$ cat src/rtl/bcd_word_builder_pkg.sv
// -----------------------------------------------------------------------------
// bcd_pkg
// Shared constants and types for the binary-to-packed-BCD word builder.
//   SIGN_POS / SIGN_NEG : sign-nibble codes understood by the display sign decoder
//   BLANK_NIBBLE        : nibble code the display renders as an unlit digit
//   MAX_UNSIGNED_BCD    : saturation value for six unsigned digits
//   MAX_SIGNED_BCD      : saturation value for the five magnitude digits
//   bcd_state_e         : converter FSM states
//   blank_leading()     : replaces leading zero digits with BLANK_NIBBLE
// -----------------------------------------------------------------------------
package bcd_pkg;

   localparam logic [3:0]  SIGN_POS         = 4'h0;
   localparam logic [3:0]  SIGN_NEG         = 4'h1;
   localparam logic [3:0]  BLANK_NIBBLE     = 4'hF;
   localparam logic [23:0] MAX_UNSIGNED_BCD = 24'h999999;
   localparam logic [19:0] MAX_SIGNED_BCD   = 20'h99999;

   typedef enum logic [0:0] {
      IDLE = 1'b0,
      CONV = 1'b1
   } bcd_state_e;

   // Walks from the leftmost digit towards the right, blanking zeros until
   // the first non-zero digit. Digit 6 ([3:0]) is never blanked so that a
   // zero result still shows "0". When skip_sign is set, [23:20] holds the
   // sign code and is left untouched.
   function automatic logic [23:0] blank_leading(input logic [23:0] word,
                                                 input logic        skip_sign);
      logic [23:0] res;
      logic        lead;
      res  = word;
      lead = 1'b1;
      for (int d = 5; d >= 1; d--) begin
         if ((d == 5) && skip_sign) begin
            lead = lead;
         end else if (lead && (word[4*d +: 4] == 4'h0)) begin
            res[4*d +: 4] = BLANK_NIBBLE;
         end else begin
            lead = 1'b0;
         end
      end
      return res;
   endfunction

endpackage

$ cat src/rtl/bcd_word_builder_if.sv
// -----------------------------------------------------------------------------
// bcd_word_builder_if
// Request/result bundle between the result registers and the BCD converter.
//   start       : request a conversion (master -> slave)
//   value       : binary operand, WIDTH bits (master -> slave)
//   signed_mode : 1 = two's complement operand with sign nibble (master -> slave)
//   busy        : conversion in progress (slave -> master)
//   done        : one-cycle pulse when bcd_word updates (slave -> master)
//   overflow    : magnitude saturated, valid with done (slave -> master)
//   bcd_word    : packed six-nibble result (slave -> master)
// -----------------------------------------------------------------------------
interface bcd_word_builder_if #(
   parameter int WIDTH = 20
);
   logic             start;
   logic [WIDTH-1:0] value;
   logic             signed_mode;
   logic             busy;
   logic             done;
   logic             overflow;
   logic [23:0]      bcd_word;

   modport master (
      output start, value, signed_mode,
      input  busy, done, overflow, bcd_word
   );

   modport slave (
      input  start, value, signed_mode,
      output busy, done, overflow, bcd_word
   );
endinterface

$ cat src/rtl/bcd_word_builder_add3.sv
// -----------------------------------------------------------------------------
// bcd_add3
// Double-dabble digit corrector: adds 3 to a BCD nibble holding 5..9 so that
// the following left shift carries correctly into the next decimal digit.
//   din  : nibble before correction
//   dout : corrected nibble
// -----------------------------------------------------------------------------
module bcd_add3 (
   input  logic [3:0] din,
   output logic [3:0] dout
);

   // Conditional +3 correction
   always_comb begin
      dout = din;
      if (din >= 4'd5) begin
         dout = din + 4'd3;
      end else begin
         dout = din;
      end
   end

endmodule

$ cat src/rtl/bcd_word_builder.sv
// -----------------------------------------------------------------------------
// bcd_word_builder
// Sequential binary-to-packed-BCD converter (shift-and-add-3, one bit per
// clock) producing the 24-bit operand word for the six-digit display path.
//   clk   : system clock, rising edge
//   rst_n : asynchronous active-low reset
//   bus   : bcd_word_builder_if.slave (start/value/signed_mode in,
//           busy/done/overflow/bcd_word out)
// A conversion accepted at edge k updates bcd_word at edge k+WIDTH, with done
// high for the following cycle. Signed mode places a sign code in [23:20] and
// five magnitude digits below it; out-of-range magnitudes saturate to all 9s.
// Optional feature macro: BCD_LEADING_BLANK_EN -- when defined, leading zero
// digits of the result are replaced by BLANK_NIBBLE (sign nibble and last
// digit excepted).
// -----------------------------------------------------------------------------
module bcd_word_builder
   import bcd_pkg::*;
#(
   parameter int WIDTH = 20
) (
   input  logic                clk,
   input  logic                rst_n,
   bcd_word_builder_if.slave   bus
);

   localparam int CNT_W = $clog2(WIDTH + 1);

   bcd_state_e        state_r;
   bcd_state_e        state_s;
   logic              load_s;
   logic              finish_s;

   logic [27:0]       acc_r;
   logic [WIDTH-1:0]  mag_r;
   logic [CNT_W-1:0]  cnt_r;
   logic              neg_r;
   logic              sgn_mode_r;
   logic              sticky_r;

   logic              busy_r;
   logic              done_r;
   logic              overflow_r;
   logic [23:0]       bcd_word_r;

   logic [WIDTH-1:0]  mag_s;
   logic              neg_s;
   logic [27:0]       corr_s;
   logic [27:0]       shift_acc_s;
   logic [WIDTH-1:0]  shift_mag_s;
   logic              sticky_s;
   logic [23:0]       fmt_word_s;
   logic              fmt_ovf_s;

   // Seven digit correctors cover the whole 28-bit accumulator
   for (genvar g = 0; g < 7; g++) begin : g_add3
      bcd_add3 u_add3 (
         .din  (acc_r[4*g +: 4]),
         .dout (corr_s[4*g +: 4])
      );
   end

   // Operand magnitude. Negation in WIDTH bits read as unsigned is exact even
   // for the most-negative input (2^(WIDTH-1) fits in WIDTH unsigned bits).
   always_comb begin
      neg_s = bus.signed_mode & bus.value[WIDTH-1];
      mag_s = bus.value;
      if (neg_s) begin
         mag_s = (~bus.value) + {{(WIDTH-1){1'b0}}, 1'b1};
      end else begin
         mag_s = bus.value;
      end
   end

   // One double-dabble step. A bit leaving the top of the accumulator (only
   // possible for wide operands) is remembered so the result saturates.
   always_comb begin
      shift_acc_s = {corr_s[26:0], mag_r[WIDTH-1]};
      shift_mag_s = {mag_r[WIDTH-2:0], 1'b0};
      sticky_s    = sticky_r | corr_s[27];
   end

   // Result formatting applied to the final shift
   always_comb begin
      fmt_word_s = 24'h000000;
      fmt_ovf_s  = 1'b0;
      if (!sgn_mode_r) begin
         fmt_ovf_s = sticky_s | (shift_acc_s[27:24] != 4'h0);
         if (fmt_ovf_s) begin
            fmt_word_s = MAX_UNSIGNED_BCD;
         end else begin
            fmt_word_s = shift_acc_s[23:0];
         end
      end else begin
         fmt_ovf_s = sticky_s | (shift_acc_s[27:20] != 8'h00);
         if (fmt_ovf_s) begin
            fmt_word_s = {(neg_r ? SIGN_NEG : SIGN_POS), MAX_SIGNED_BCD};
         end else begin
            fmt_word_s = {(neg_r ? SIGN_NEG : SIGN_POS), shift_acc_s[19:0]};
         end
      end
`ifdef BCD_LEADING_BLANK_EN
      fmt_word_s = blank_leading(fmt_word_s, sgn_mode_r);
`else
      fmt_word_s = fmt_word_s;
`endif
   end

   // FSM state register
   always_ff @(posedge clk or negedge rst_n) begin
      if (!rst_n) begin
         state_r <= IDLE;
      end else begin
         state_r <= state_s;
      end
   end

   // FSM next-state and control strobes
   always_comb begin
      state_s  = state_r;
      load_s   = 1'b0;
      finish_s = 1'b0;
      case (state_r)
         IDLE: begin
            if (bus.start) begin
               load_s  = 1'b1;
               state_s = CONV;
            end else begin
               state_s = IDLE;
            end
         end
         CONV: begin
            if (cnt_r == CNT_W'(1)) begin
               finish_s = 1'b1;
               state_s  = IDLE;
            end else begin
               state_s  = CONV;
            end
         end
         default: begin
            state_s = IDLE;
         end
      endcase
   end

   // Datapath and registered outputs
   always_ff @(posedge clk or negedge rst_n) begin
      if (!rst_n) begin
         acc_r      <= 28'h0000000;
         mag_r      <= '0;
         cnt_r      <= '0;
         neg_r      <= 1'b0;
         sgn_mode_r <= 1'b0;
         sticky_r   <= 1'b0;
         busy_r     <= 1'b0;
         done_r     <= 1'b0;
         overflow_r <= 1'b0;
         bcd_word_r <= 24'h000000;
      end else begin
         done_r <= 1'b0;
         if (load_s) begin
            acc_r      <= 28'h0000000;
            mag_r      <= mag_s;
            cnt_r      <= CNT_W'(WIDTH);
            neg_r      <= neg_s;
            sgn_mode_r <= bus.signed_mode;
            sticky_r   <= 1'b0;
            busy_r     <= 1'b1;
         end else if (state_r == CONV) begin
            acc_r    <= shift_acc_s;
            mag_r    <= shift_mag_s;
            cnt_r    <= cnt_r - CNT_W'(1);
            sticky_r <= sticky_s;
            if (finish_s) begin
               bcd_word_r <= fmt_word_s;
               overflow_r <= fmt_ovf_s;
               done_r     <= 1'b1;
               busy_r     <= 1'b0;
            end
         end
      end
   end

   assign bus.busy     = busy_r;
   assign bus.done     = done_r;
   assign bus.overflow = overflow_r;
   assign bus.bcd_word = bcd_word_r;

endmodule

$ cat src/flat_wrapper.sv
// flat-port wrapper written by rule: the top's interface ports become plain ports
module bcd_word_builder_flat import bcd_pkg::*;
#(
   parameter int WIDTH = 20
)
  (clk, rst_n, bus_start, bus_value, bus_signed_mode, bus_busy, bus_done, bus_overflow, bus_bcd_word);
  bcd_word_builder_if #(.WIDTH(WIDTH)) bus_i ();
  input  logic clk;
  input  logic rst_n;
  input wire logic [$bits(bus_i.start)-1:0] bus_start;
  input wire logic [$bits(bus_i.value)-1:0] bus_value;
  input wire logic [$bits(bus_i.signed_mode)-1:0] bus_signed_mode;
  output wire logic [$bits(bus_i.busy)-1:0] bus_busy;
  output wire logic [$bits(bus_i.done)-1:0] bus_done;
  output wire logic [$bits(bus_i.overflow)-1:0] bus_overflow;
  output wire logic [$bits(bus_i.bcd_word)-1:0] bus_bcd_word;
  assign bus_i.start = bus_start;
  assign bus_i.value = bus_value;
  assign bus_i.signed_mode = bus_signed_mode;
  assign bus_busy = bus_i.busy;
  assign bus_done = bus_i.done;
  assign bus_overflow = bus_i.overflow;
  assign bus_bcd_word = bus_i.bcd_word;
  bcd_word_builder #(.WIDTH(WIDTH)) u_core (.clk(clk), .rst_n(rst_n), .bus(bus_i));
endmodule
$ cat config.mk
export PLATFORM = sky130hd
export DESIGN_NAME = bcd_word_builder_flat
export DESIGN_NICKNAME = d
export VERILOG_FILES = /design/src/rtl/bcd_word_builder_pkg.sv /design/src/rtl/bcd_word_builder_if.sv /design/src/rtl/bcd_word_builder_add3.sv /design/src/rtl/bcd_word_builder.sv /design/src/flat_wrapper.sv
export SDC_FILE = /design/constraint.sdc
export NUM_CORES = 1
export LEC_CHECK = 0
export ABC_AREA = 1
export CORE_ASPECT_RATIO = 0.75
export CORE_MARGIN = 10
export CORE_UTILIZATION = 40
export CTS_BUF_LIST = sky130_fd_sc_hd__clkbuf_8
export CTS_CLUSTER_DIAMETER = 40
export DETAILED_ROUTE_END_ITERATION = 8
export PLACE_DENSITY = 0.68
export REMOVE_ABC_BUFFERS = 1
export SETUP_SLACK_MARGIN = 0.3
export SLEW_MARGIN = 10
export SYNTH_ARGS = -nofsm -noshare
export SYNTH_HDL_FRONTEND = slang
export SYNTH_HIERARCHICAL = 1
export SYNTH_SLANG_ARGS = --single-unit
$ cat constraint.sdc
create_clock -name clk -period 2 [get_ports clk]
set_input_delay 0.3 -clock clk [delete_from_list [all_inputs] [get_ports clk]]
set_output_delay 0.3 -clock clk [all_outputs]
set_load 0.05 [all_outputs]
---- Yosys cells after proc, flatten, opt, wreduce, memory -nomap -nowiden ----
Cells that the tools add are included.
storage, ports and cells
  bits in registers ....................... 84
  input port bits ......................... 24
  logic and storage cells ................. 74
operators by class
  bitwise gates (word level) .............. 7
  mux-type cells .......................... 33
  add/sub/neg operators ................... 9
  reduce and logical (&&, ||, !) cells .... 6
  magnitude comparators ................... 7
  eq/ne operators ......................... 1
operators by type and width
  cell                   number
  $mux 20                4
  $mux 28                2
  $mux 24                2
  $add 4x2->4 const B    7
  $ge 4x3->1 const B     7
  $mux 4                 7
  $add 20x1->20 const B  1
  $not 20->20            1
  $mux 1                 15
  $mux 5                 2
  $reduce_bool 8->1      1
  $eq 5x1->1 const B     1
  $sub 5x1->5 const B    1
  $reduce_bool 2->1      2
  $reduce_bool 4->1      1
  $or 1x1->1             3
  $reduce_and 3->1       1
  $not 1->1              2
  $pmux 1 s2             1
  $reduce_and 2->1       1
  $and 1x1->1            1

---- Logic depth before layout (Yosys ltp) ----
Gate-level depths: netlist of the first run.
  word-level depth ........................ 6
  depth in mapped cells ................... 13
  depth with buffers taken out ............ 12

---- By module ----
Netlist of the first run, hierarchy kept.
by module, submodules not included
  module            area an instance (µm²)  cells an instance  instances  sequential area each (µm²)
  bcd_word_builder  3,962.6                 477                1          2,102.0
  bcd_add3          135.1                   23                 7          0.0

---- Least setup slack after synthesis of the first run ----
Ideal clock, no wire load.
  path type ............................... register -> register
  start point ............................. register u_core.acc_r[24]
  end point ............................... register u_core.bcd_word_r[0] (netlist: u_core/bus.bcd_word[0])
  stages on the path, launching flop included .. 13
  clock period less this slack ............ 1.787 ns
  path buffers ............................ 1
  arrival time ............................ 1.666 ns
  path slack .............................. 0.213 ns
  path through ............................ dfrtp_1 -> inv_1 -> ha_1 -> nor2_4 -> nor2_4 -> a21oi_2 -> nor2_1 -> nand3_1 -> nor3_2 -> o21ai_1 -> nand2_1 -> buf_4 -> nand2_1
between the ends
  word-level cells in the longest chain between the ends .. 6
  elaborated cells on any way between the ends .. 11
  those cells by class .................... add/sub: 1; order compare: 1; mux: 4; bitwise: 3; reduce/logical: 2
ends and longest elaborated chain
  item                                              RTL line                                                  text
  start, declared                                   bcd_word_builder.sv:33                                    logic [27:0] acc_r;
  start signal, assigned                            bcd_word_builder.sv:169                                   acc_r <= shift_acc_s;
  $add 4x2->4 / $ge 4x3->1 (equally long branches)  bcd_word_builder_add3.sv:17, bcd_word_builder_add3.sv:16
  $mux 4 (*)                                        bcd_word_builder_add3.sv:16                               if (din >= 4'd5) begin
  named net u_core.corr_s[27]                       bcd_word_builder.sv:47                                    logic [27:0] corr_s;
  $or 1x1->1 (*)                                    bcd_word_builder.sv:79                                    sticky_s = sticky_r | corr_s[27];
  $or 1x1->1 (on tied branches)                     bcd_word_builder.sv:87, bcd_word_builder.sv:94
  $mux 24 / $mux 20 (equally long branches)         bcd_word_builder.sv:88, bcd_word_builder.sv:95
  $mux 24 (*)                                       bcd_word_builder.sv:86                                    if (!sgn_mode_r) begin
  end signal, assigned                              bcd_word_builder.sv:174                                   bcd_word_r <= fmt_word_s;
  end, declared                                     bcd_word_builder.sv:43                                    logic [23:0] bcd_word_r;
Mark *: on every way through the listed nets, which the timed path passes. The rest lies on a longest branch.
A chain may end at the register's enable or synchronous reset.

---- Final worst setup path of the first run ----
  start point ............................. register u_core.acc_r[20]
  end point ............................... register u_core.bcd_word_r[7] (netlist: u_core/bus.bcd_word[7])
between the ends
  word-level cells in the longest chain between the ends .. 6
  elaborated cells on any way between the ends .. 10
  those cells by class .................... add/sub: 1; order compare: 1; mux: 4; bitwise: 2; reduce/logical: 2
ends and longest elaborated chain
  item                                              RTL line                                                  text
  $add 4x2->4 / $ge 4x3->1 (equally long branches)  bcd_word_builder_add3.sv:17, bcd_word_builder_add3.sv:16
  $mux 4 (*)                                        bcd_word_builder_add3.sv:16
  named net u_core.corr_s[21]                       bcd_word_builder.sv:47
  $reduce_bool 8->1 (*)                             bcd_word_builder.sv:94                                    fmt_ovf_s = sticky_s | (shift_acc_s[27:20] != 8'h00);
  $or 1x1->1 (*)                                    bcd_word_builder.sv:94
  $mux 20 (*)                                       bcd_word_builder.sv:95                                    if (fmt_ovf_s) begin
  $mux 24 (*)                                       bcd_word_builder.sv:86
Marked as above.

==> impl_metrics.ini, run 1 <==
[setup_path]
cp-end-kind = flip-flop
cp_slowest_cell = dfrtp_1
critPathBufInv = 2
crit_fanout = 5
cp_cell_sequence = inv_2, ha_4, nor2_4, nor2_4, nand2_2, o21ai_2, nor4_2, o21ai_2, nand2_2, clkbuf_16, nand2_1
critical_path_arrival_ns = 2.16
cpPeakStageDelay_ns = 0.44
worstSetupStartpointType = flip-flop
path_class = reg -> reg
critical_path_required_ns = 2.25
critPathTopFamily = simple AND/OR/NAND/NOR gates

[synthesis]
synth.distinct_cells = 31
synthCells = 638
postSynthAreaPerCell_um2 = 7.694
ys_seq_elements = 84
netlist.top_cell.by_area = dfrtp_1
synth_area_leaders = dfrtp_1 (43%), nand2_1 (13%), o21ai_0 (5.9%)
yosysWarnings = 6
yosysSeqAreaShare_pct = 42.82
synth_area_mm2 = 0.004908
yosysTopAreaCellShare_pct = 42.82

[floorplanning]
fp.dieH_um = 115.9
fp-row-count = 34
ios = 51
core_area_mm2 = 0.01178
die_area_mm2 = 0.01715
chipWidth_um = 147.9
start_util_pct = 41.65

[routing]
wire_per_inst_um = 14.64
dr.first_iter.drc_count = 370
drc = 0
drt-total-wl_mm = 12.78
dr.pass1.iters = 5
vias_per_cell = 5.077
drtAntennaViolNets = 0
vias = 4432

[power_and_ir_drop]
power_frac_seq_pct = 30.8
switching_power_uw = 4470
power.leakage_uw = 0.002899
p_sw_share_pct = 46.45
ir_worst_vdd_mv = 0.7195
p_per_area_mw_per_mm2 = 1577
pwr-share-comb_pct = 54.1
p_total_uw = 9622
internal_power_uw = 5152
pwr-share-clk_pct = 15.1

[global_route]
overflow = 0
grt_use_total_pct = 14.76
antenna_found_initial = 0
grt_pass1_vias = 4293
grt_max_degree = 50
grt_pass1_wl_mm = 20.95

[placed_design]
port_buffers = 50
hpwl_mm = 8.960
place_congestion = 0.8742

[timing]
fin_setup_tns_ns = 0
hold_viol = 0
finalSetupViolations = 0
fin_worst_skew_ns = 0.01320
fmax_ghz = 0.5255
tightest_slew_ns = 0.5061
period_needed_ns = 1.903
rsz0062_at_grt = true
relSlewSlack_pct = 66.21
period_share_pct = 95.15
drv_slew = 0

[min_path]
hold_path_class = in -> async

[clocking]
cts_tree = built
clock_path_buffers = 2
path_clk_slew_ns = 0.09
cts_sinks = 84
clock_latency_ns = 0.37
cts.htree.levels = 3
ctsRootBufferMaster = clkbuf_8
cts_inserted_buffers = 9

[outcome]
outcome = completed

[run]
max_cap_viol_count = 0

[final_layout]
utilization_pct = 51.76
antenna_cells = 0
area_growth_pct = 24.27
drive_gt1_share_pct = 17.44
nets = 747
[cell type report]
class / instances / area [um^2]
flip-flops and latches: 84 / 2102
clock buffers: 9 / 123.9
clock inverters: 7 / 116.4
fillers: 1087 / 5684
repair buffers: 78 / 752.0
inverters: 87 / 329.1
multi-input cells: 446 / 2474
well taps: 162 / 202.7
[placed cells by master (no fill, tap or decap), types with 5 or more instances in the layout]
| cell type | n |
|---|---|
| a21oi_1 | 9 |
| a21oi_2 | 8 |
| a22o_1 | 11 |
| a22oi_1 | 18 |
| buf_4 | 22 |
| clkbuf_8 | 9 |
| clkdlybuf4s50_1 | 22 |
| dfrtp_1 | 84 |
| dlygate4sd2_1 | 26 |
| ha_1 | 13 |
| inv_1 | 73 |
| inv_2 | 14 |
| nand2_1 | 165 |
| nand2_2 | 13 |
| nand3_1 | 36 |
| nor2_1 | 49 |
| nor2_4 | 16 |
| nor3_1 | 5 |
| o21ai_0 | 55 |
| o21ai_1 | 13 |
| o21ai_2 | 12 |
[power by group through the flow]
stage,combinational [uW],sequential [uW],clock (uW)
6_report,5210,2970,1450
4_1_cts,4920,2950,1500
3_3_place_gp,4660,2970,0
2_1_floorplan,2970,3460,0
3_5_place_dp,4860,2990,0
5_1_grt,5740,3060,1560
[sequential cells by signal, indices dropped and copies added, names as in the netlist, 5 cells and up]
name and count:
u_core/acc_r 28, u_core/bus.bcd_word 24, u_core/mag_r 20, u_core/cnt_r 5
[cell usage after synthesis]
cell type / instances
nor3_1: 5
a21oi_2: 8
a22oi_1: 18
ha_1: 17
buf_2: 11
nor3_2: 1
inv_2: 9
nor2_2: 3
nand2_1: 172
or2_0: 1
a21oi_1: 9
nand3_1: 40
nand2_2: 8
o31ai_1: 2
nor2_4: 15
nand3b_2: 1
a22o_1: 11
buf_6: 1
o21ai_2: 9
buf_4: 4
o211ai_1: 1
buf_1: 1
o21ai_0: 58
o22ai_1: 2
inv_4: 1
o21ai_1: 13
inv_1: 77
dfrtp_1: 84
clkbuf_1: 4
nor2_1: 51
nor4_1: 1
[final timing paths]
kind | startpoint | to | slack [ns] | cells after the start
max | u_core/acc_r[20]$_DFFE_PN0P_ | u_core/bus.bcd_word[7]$_DFFE_PN0P_ | 0.1 | 11
min in group clk | u_core/cnt_r[4]$_DFFE_PN0P_ | u_core/cnt_r[4]$_DFFE_PN0P_ | 0.48 | 1
max reg2reg | u_core/acc_r[20]$_DFFE_PN0P_ | u_core/bus.bcd_word[7]$_DFFE_PN0P_ | 0.1 | 11
min | rst_n | u_core/acc_r[3]$_DFFE_PN0P_ | 0.34 | 2
max in group asynchronous | rst_n | u_core/bus.bcd_word[15]$_DFFE_PN0P_ | 1.11 | 3
min reg2reg | u_core/cnt_r[4]$_DFFE_PN0P_ | u_core/cnt_r[4]$_DFFE_PN0P_ | 0.48 | 1
[cells by family after synthesis]
logic type	after synthesis	share of synthesized area [%]
compound gates	131	16.62
fa+ha+maj	17	4.333
buf+inv	108	9.049
flops	84	42.82
simple gates	298	27.17
[metal layers]
metal  global-route usage (%)  vias to the layer above  routed length (um)
li1                         -                     2192                   -
met1                    19.21                     2119                5902
met2                    24.28                      115                6084
met3                    3.779                        6                 722
met4                    3.426                        0                  71
met5                        0                        -                   0
[what timing repair did]
item,CTS,global route
setup buffers,6,5
hold buffers,1,0
setup endpoints to repair,52,26
gates cloned,0,1
endpoints found under the hold margin,14,0
pin swaps,11,9
resized for setup,39,22
[metrics by stage]
stage | worst slack [ns] | cells | hold slack [ns] | cell area (um^2)
2_1_floorplan | -0.8433 | 617 | 0.004409 | 4793
3_3_place_gp | 0.07381 | 844 | 0.1845 | 5664
3_5_place_dp | -0.008502 | 844 | 0.1880 | 5664
4_1_cts | 0.1027 | 867 | 0.3300 | 5953
5_1_grt | -0.005378 | 873 | 0.3627 | 6100
6_report | 0.09705 | 873 | 0.3440 | 6100
(Power assumes the default switching activity.)
==> run 2: changes to the inputs <==
--- a/config.mk
+++ b/config.mk
@@ -9,7 +9,6 @@
 export CORE_ASPECT_RATIO = 0.75
 export CORE_MARGIN = 10
 export CORE_UTILIZATION = 40
-export CTS_BUF_LIST = sky130_fd_sc_hd__clkbuf_8
 export CTS_CLUSTER_DIAMETER = 40
 export DETAILED_ROUTE_END_ITERATION = 8
 export PLACE_DENSITY = 0.68
==> run 2 against run 1 <==
Utilization increased by 0.80 points; largest power group unchanged; worst hold slack better by 0.028 ns; critical endpoint unchanged; combinational power about the same; critical path type unchanged; die area did not move.
==> impl_metrics.ini, run 2 (synthesis gave the netlist of run 1 again) <==
[outcome]
outcome = completed

[setup_path]
cp-end-kind = flip-flop
critical_path_arrival_ns = 2.13
r2r_start = u_core/acc_r[20]$_DFFE_PN0P_
worst-path-stages = 10
cp_slowest_cell = dfrtp_1
rr_worst_depth = 10
critical_path_required_ns = 2.23
regToRegSetupSlack_ns = 0.1
cp_cell_sequence = ha_2, nand2_2, nand2_4, nor2_4, o21ai_2, nor4_2, o21ai_2, nand2_2, clkbuf_16, nand2_1
critPathBufInv = 1
worstSetupStartpointType = flip-flop
critPathTopFamily = simple AND/OR/NAND/NOR gates
crit_fanout = 5
path_class = reg -> reg
cpPeakStageDelay_ns = 0.43
worstReg2RegEnd = u_core/bus.bcd_word[7]$_DFFE_PN0P_

[global_route]
overflow = 0
grt_pass1_vias = 4307
grt_use_total_pct = 14.94
antenna_found_initial = 0
grt_pass1_wl_mm = 21.18
grt_max_degree = 50

[placed_design]
hpwl_mm = 8.960
dp.cells = 844
port_buffers = 50
dpl_cell_area_mm2 = 0.005664
place_congestion = 0.8742

[power_and_ir_drop]
power.leakage_uw = 0.002930
ir_worst_vdd_mv = 0.7268
p_per_area_mw_per_mm2 = 1628

[floorplanning]
chipWidth_um = 147.9
fp.dieH_um = 115.9
fp-row-count = 34
die_area_mm2 = 0.01715
ios = 51
core_area_mm2 = 0.01178
start_util_pct = 41.65

[routing]
dr.pass1.iters = 6
drtAntennaViolNets = 0
drc = 0
vias_per_cell = 5.156
dr.first_iter.drc_count = 373
drt-total-wl_mm = 12.99
wire_per_inst_um = 14.91
vias = 4491

[final_layout]
drive_gt1_share_pct = 17.35
nets = 745
fill_cells = 1076
final_cell_mix = nand2_1 (164), dfrtp_1 (84), inv_1 (72)
area_growth_pct = 26.18
final_common_cell = nand2_1
utilization_pct = 52.56
largest_register_ffs = 28
final_cells = 871
antenna_cells = 0
top_register = u_core/acc_r
final_area_mm2 = 0.006193

[timing]
tightest_slew_ns = 0.5136
hold_viol = 0
finalSetupViolations = 0
rsz0062_at_grt = true
fmax_ghz = 0.5260
drv_slew = 0
fin_worst_skew_ns = 0.006727
fin_setup_tns_ns = 0
period_needed_ns = 1.901
relSlewSlack_pct = 65.90
period_share_pct = 95.06

[clocking]
clock_path_buffers = 2
cts_inserted_buffers = 9
cts_sinks = 84
cts.htree.levels = 3
clock_latency_ns = 0.34
path_clk_slew_ns = 0.06
cts_tree = built
ctsRootBufferMaster = clkbuf_16

[run]
max_cap_viol_count = 0

[min_path]
hold_path_class = in -> async
run 2: cell type report:
cell class	count	area (um^2)	share of cell area (%)
well taps	162	202.7	3.273
inverters	87	329.1	5.313
clock inverters	6	112.6	1.818
multi-input cells	446	2481	40.06
flip-flops and latches	84	2102	33.94
clock buffers	10	229.0	3.697
repair buffers	76	737.0	11.90
run 2: stage by stage:
stage               power, uW  hold WS [ns]  worst slack (ns)
global placement         7636        0.1845           0.07381
floorplan                6431      0.004409           -0.8433
finish                  10090        0.3717           0.09879
detailed placement       7845        0.1880         -0.008502
global route            10810        0.4004          -0.02730
CTS                      9826        0.3711           0.09547
run 2: worst register-to-register path, delay by kind of cell (launching register included):
kind / cells / cell delay [ns]
compound gates: 2 / 0.21
fa+ha+maj: 1 / 0.20
buf+inv: 1 / 0.16
flops: 1 / 0.43
simple gates: 6 / 0.79
run 2: repair_timing:
action / in CTS / in global routing
pin swaps: 8 / 11
hold buffers: 1 / 0
gates resized for setup: 37 / 26
buffers inserted: 6 / 3
setup endpoints to repair: 52 / 29
hold endpoints to repair: 14 / 0
cloned: 0 / 1
run 2: how the worst max path moves through the flow:
stage,startpoint,endpoint
floorplan,u_core/state_r$_DFF_PN0_,u_core/mag_r[19]$_DFFE_PN0P_
global placement,u_core/acc_r[20]$_DFFE_PN0P_,u_core/bus.bcd_word[3]$_DFFE_PN0P_
detailed placement,u_core/acc_r[20]$_DFFE_PN0P_,u_core/bus.bcd_word[7]$_DFFE_PN0P_
CTS,u_core/acc_r[20]$_DFFE_PN0P_,u_core/bus.bcd_word[8]$_DFFE_PN0P_
global route,u_core/acc_r[20]$_DFFE_PN0P_,u_core/bus.bcd_word[0]$_DFFE_PN0P_
finish,u_core/acc_r[20]$_DFFE_PN0P_,u_core/bus.bcd_word[7]$_DFFE_PN0P_
run 2: routing by layer:
layer / vias up / wire, um / part of all wire (%) / track usage (%)
met5: - / 0 / 0 / 0
met4: 0 / 116 / 0.89 / 3.623
met3: 11 / 724 / 5.6 / 3.779
met2: 138 / 6305 / 49 / 24.76
met1: 2159 / 5840 / 45 / 19.27
li1: 2183 / - / - / -
run 2: power breakdown:
| part | switching, uW | internal (uW) | total, uW |
|---|---|---|---|
| sequential | 574 | 2400 | 2980 |
| combinational | 3300 | 1910 | 5210 |
| clock | 679 | 1220 | 1900 |
==> run 3: changes to the inputs <==
--- a/config.mk
+++ b/config.mk
@@ -11,9 +11,10 @@
 export CORE_UTILIZATION = 40
 export CTS_CLUSTER_DIAMETER = 40
 export DETAILED_ROUTE_END_ITERATION = 8
-export PLACE_DENSITY = 0.68
+export PLACE_DENSITY = 0.7
 export REMOVE_ABC_BUFFERS = 1
 export SETUP_SLACK_MARGIN = 0.3
+export SKIP_LAST_GASP = 1
 export SLEW_MARGIN = 10
 export SYNTH_ARGS = -nofsm -noshare
 export SYNTH_HDL_FRONTEND = slang
==> constraint.sdc (replaced) <==
create_clock -name clk -period 1.65 [get_ports clk]
set_input_delay 0.2475 -clock clk [delete_from_list [all_inputs] [get_ports clk]]
set_output_delay 0.2475 -clock clk [all_outputs]
set_load 0.05 [all_outputs]
==> run 3 against run 2 <==
The flow now finishes with violations (setup timing); routed wire length up 4.3%; clock power shrank 3%; die area did not move; first-iteration DRC count fell by 15%; critical path type unchanged; largest power group unchanged.
==> impl_metrics.ini, run 3 (synthesis gave the netlist of run 1 again) <==
[timing]
rsz0062_at_grt = true
finalSetupViolations = 25
relSlewSlack_pct = 70.21
tightest_slew_ns = 0.4469
fin_setup_tns_ns = -6.586
period_share_pct = 118.2
fmax_ghz = 0.5127
fin_ws_ns = -0.3004
hold_viol = 0
drv_slew = 0
period_needed_ns = 1.950
fin_worst_skew_ns = 0.004587

[final_layout]
fill_cells = 999
drive_gt1_share_pct = 36.39
area_growth_pct = 41.42
largest_register_ffs = 28
final_common_cell = nand2_1
antenna_cells = 0
nets = 801
final_cell_mix = nand2_1 (152), buf_4 (90), dfrtp_1 (78)
top_register = u_core/acc_r
final_cells = 926

[floorplanning]
chipWidth_um = 147.9
start_util_pct = 41.65
core_area_mm2 = 0.01178
ios = 51
fp.dieH_um = 115.9
die_area_mm2 = 0.01715
fp-row-count = 34

[setup_path]
worstSetupStartpointType = flip-flop
critPathTopFamily = simple AND/OR/NAND/NOR gates
startpoint = u_core/acc_r[21]$_DFFE_PN0P_
critPathBufInv = 2
r2r_start = u_core/acc_r[21]$_DFFE_PN0P_
crit_fanout = 5
critical_path_arrival_ns = 2.18
crit_path_frequent_cell = nand2_2
cp-end-kind = flip-flop
cp_cell_sequence = inv_2, ha_4, nand2_1, nand2_2, o21ai_1, nand2_2, nor4_2, o21ai_2, nand2_2, clkbuf_16, nand2_1
cpPeakStageDelay_ns = 0.38
cp_slowest_cell = dfrtp_1
critical_path_required_ns = 1.88
path_class = reg -> reg

[power_and_ir_drop]
p_per_area_mw_per_mm2 = 1942
ir_worst_vdd_mv = 0.9388
switching_power_uw = 6069
power.leakage_uw = 0.003250
pwr-share-comb_pct = 59.2
internal_power_uw = 7408
pwr-share-clk_pct = 13.7
power_frac_seq_pct = 27.1
p_sw_share_pct = 45.03

[global_route]
antenna_found_initial = 0
grt_pass1_wl_mm = 21.65
grt_pass1_vias = 4541
grtUsageMet1_pct = 19.18
use_met2_pct = 25.72
top_usage_layer = met2
gr-usage-met3_pct = 3.896
overflow = 0
grt_max_degree = 36
grt_use_total_pct = 15.19

[run]
max_cap_viol_count = 0

[clocking]
cts_sinks = 84
cts_tree = built
path_clk_slew_ns = 0.06
cts_inserted_buffers = 9
clock_path_buffers = 2
clock_latency_ns = 0.33
ctsRootBufferMaster = clkbuf_16
cts.htree.levels = 3

[min_path]
worstHoldStart = bus_value[12]
hold_path_class = in -> reg

[routing]
drc = 0
dr.pass1.iters = 5
drt-total-wl_mm = 13.55
wire_per_inst_um = 14.63
dr.first_iter.drc_count = 318
drtAntennaViolNets = 0
vias = 4650
vias_per_cell = 5.022

[placed_design]
hpwl_mm = 9.300
port_buffers = 50
dp.cells = 877
place_congestion = 0.8933

[outcome]
violations = setup timing
outcome = complete, but fails checks
## run 3: cell types whose count changed in the layout (fill, tap and decap cells not counted), sizes merged
cell | before | now
buf | 25 | 108
dlygate4sd2 | 26 | 1
bufinv | 3 | 0
dlymetal6s2s | 1 | 6
clkdlybuf4s50 | 22 | 15
clkbuf | 11 | 15
clkinvlp | 3 | 1
## run 3: what timing repair did
action	in CTS	in global routing
pin swaps	24	43
gates resized for setup	68	117
setup buffers	17	15
hold buffers	1	0
cloned	0	1
hold endpoints to repair	31	0
endpoints found under the setup margin	63	71
## run 3: worst paths after layout
check	endpoint	slack, ns	cells past startpoint
hold / removal	u_core/mag_r[12]$_DFFE_PN0P_	0.30	4
setup reg to reg	u_core/bus.bcd_word[16]$_DFFE_PN0P_	-0.30	11
hold reg to reg	u_core/cnt_r[4]$_DFFE_PN0P_	0.48	1
setup / recovery	u_core/bus.bcd_word[16]$_DFFE_PN0P_	-0.30	11
max in group asynchronous	u_core/acc_r[4]$_DFFE_PN0P_	0.64	3
min in group asynchronous	u_core/acc_r[6]$_DFFE_PN0P_	0.40	2
## run 3: layout make-up
| class | instances | area, um^2 | share of cell area [%] |
|---|---|---|---|
| Clock buffer | 14 | 264.0 | 3.803 |
| Clock inverter | 1 | 7.507 | 0.1081 |
| Inverter | 87 | 344.1 | 4.957 |
| Multi-Input combinational cell | 446 | 2811 | 40.50 |
| Sequential cell | 84 | 2110 | 30.39 |
| Tap cell | 162 | 202.7 | 2.920 |
| Timing Repair Buffer | 132 | 1202 | 17.32 |
## run 3: per-stage QoR
step,instance area (um^2),setup WS (ns),hold slack [ns],power (uW),utilization [%]
4_1_cts,6450,-0.2109,0.3370,12380,54.74
2_1_floorplan,4793,-1.193,-0.04809,7795,-
3_3_place_gp,5844,-0.1599,0.2212,9531,49.60
5_1_grt,6942,-0.4165,0.3418,14460,58.91
3_5_place_dp,5844,-0.3284,0.2252,9810,49.60
6_report,6942,-0.3004,0.2975,13480,58.91
## run 3: routing by layer
metal / share of wire, % / up-vias
met5: 0 / -
met4: 0.75 / 0
met3: 4.2 / 9
met2: 51 / 97
met1: 44 / 2247
li1: - / 2297
## run 3: power by group through the flow
stage	registers (uW)	clock network, uW	logic [uW]
global placement	3570	0	5960
finish	3650	1850	7970
floorplan	4190	0	3600
CTS	3590	1900	6890
detailed placement	3610	0	6200
global route	3750	1990	8720
## run 3: tightest hold or removal path: stages
cell and delay [ns]:
dlymetal6s2s_1 0.17, nand2_1 0.08, nand3_1 0.06, nand2_1 0.04
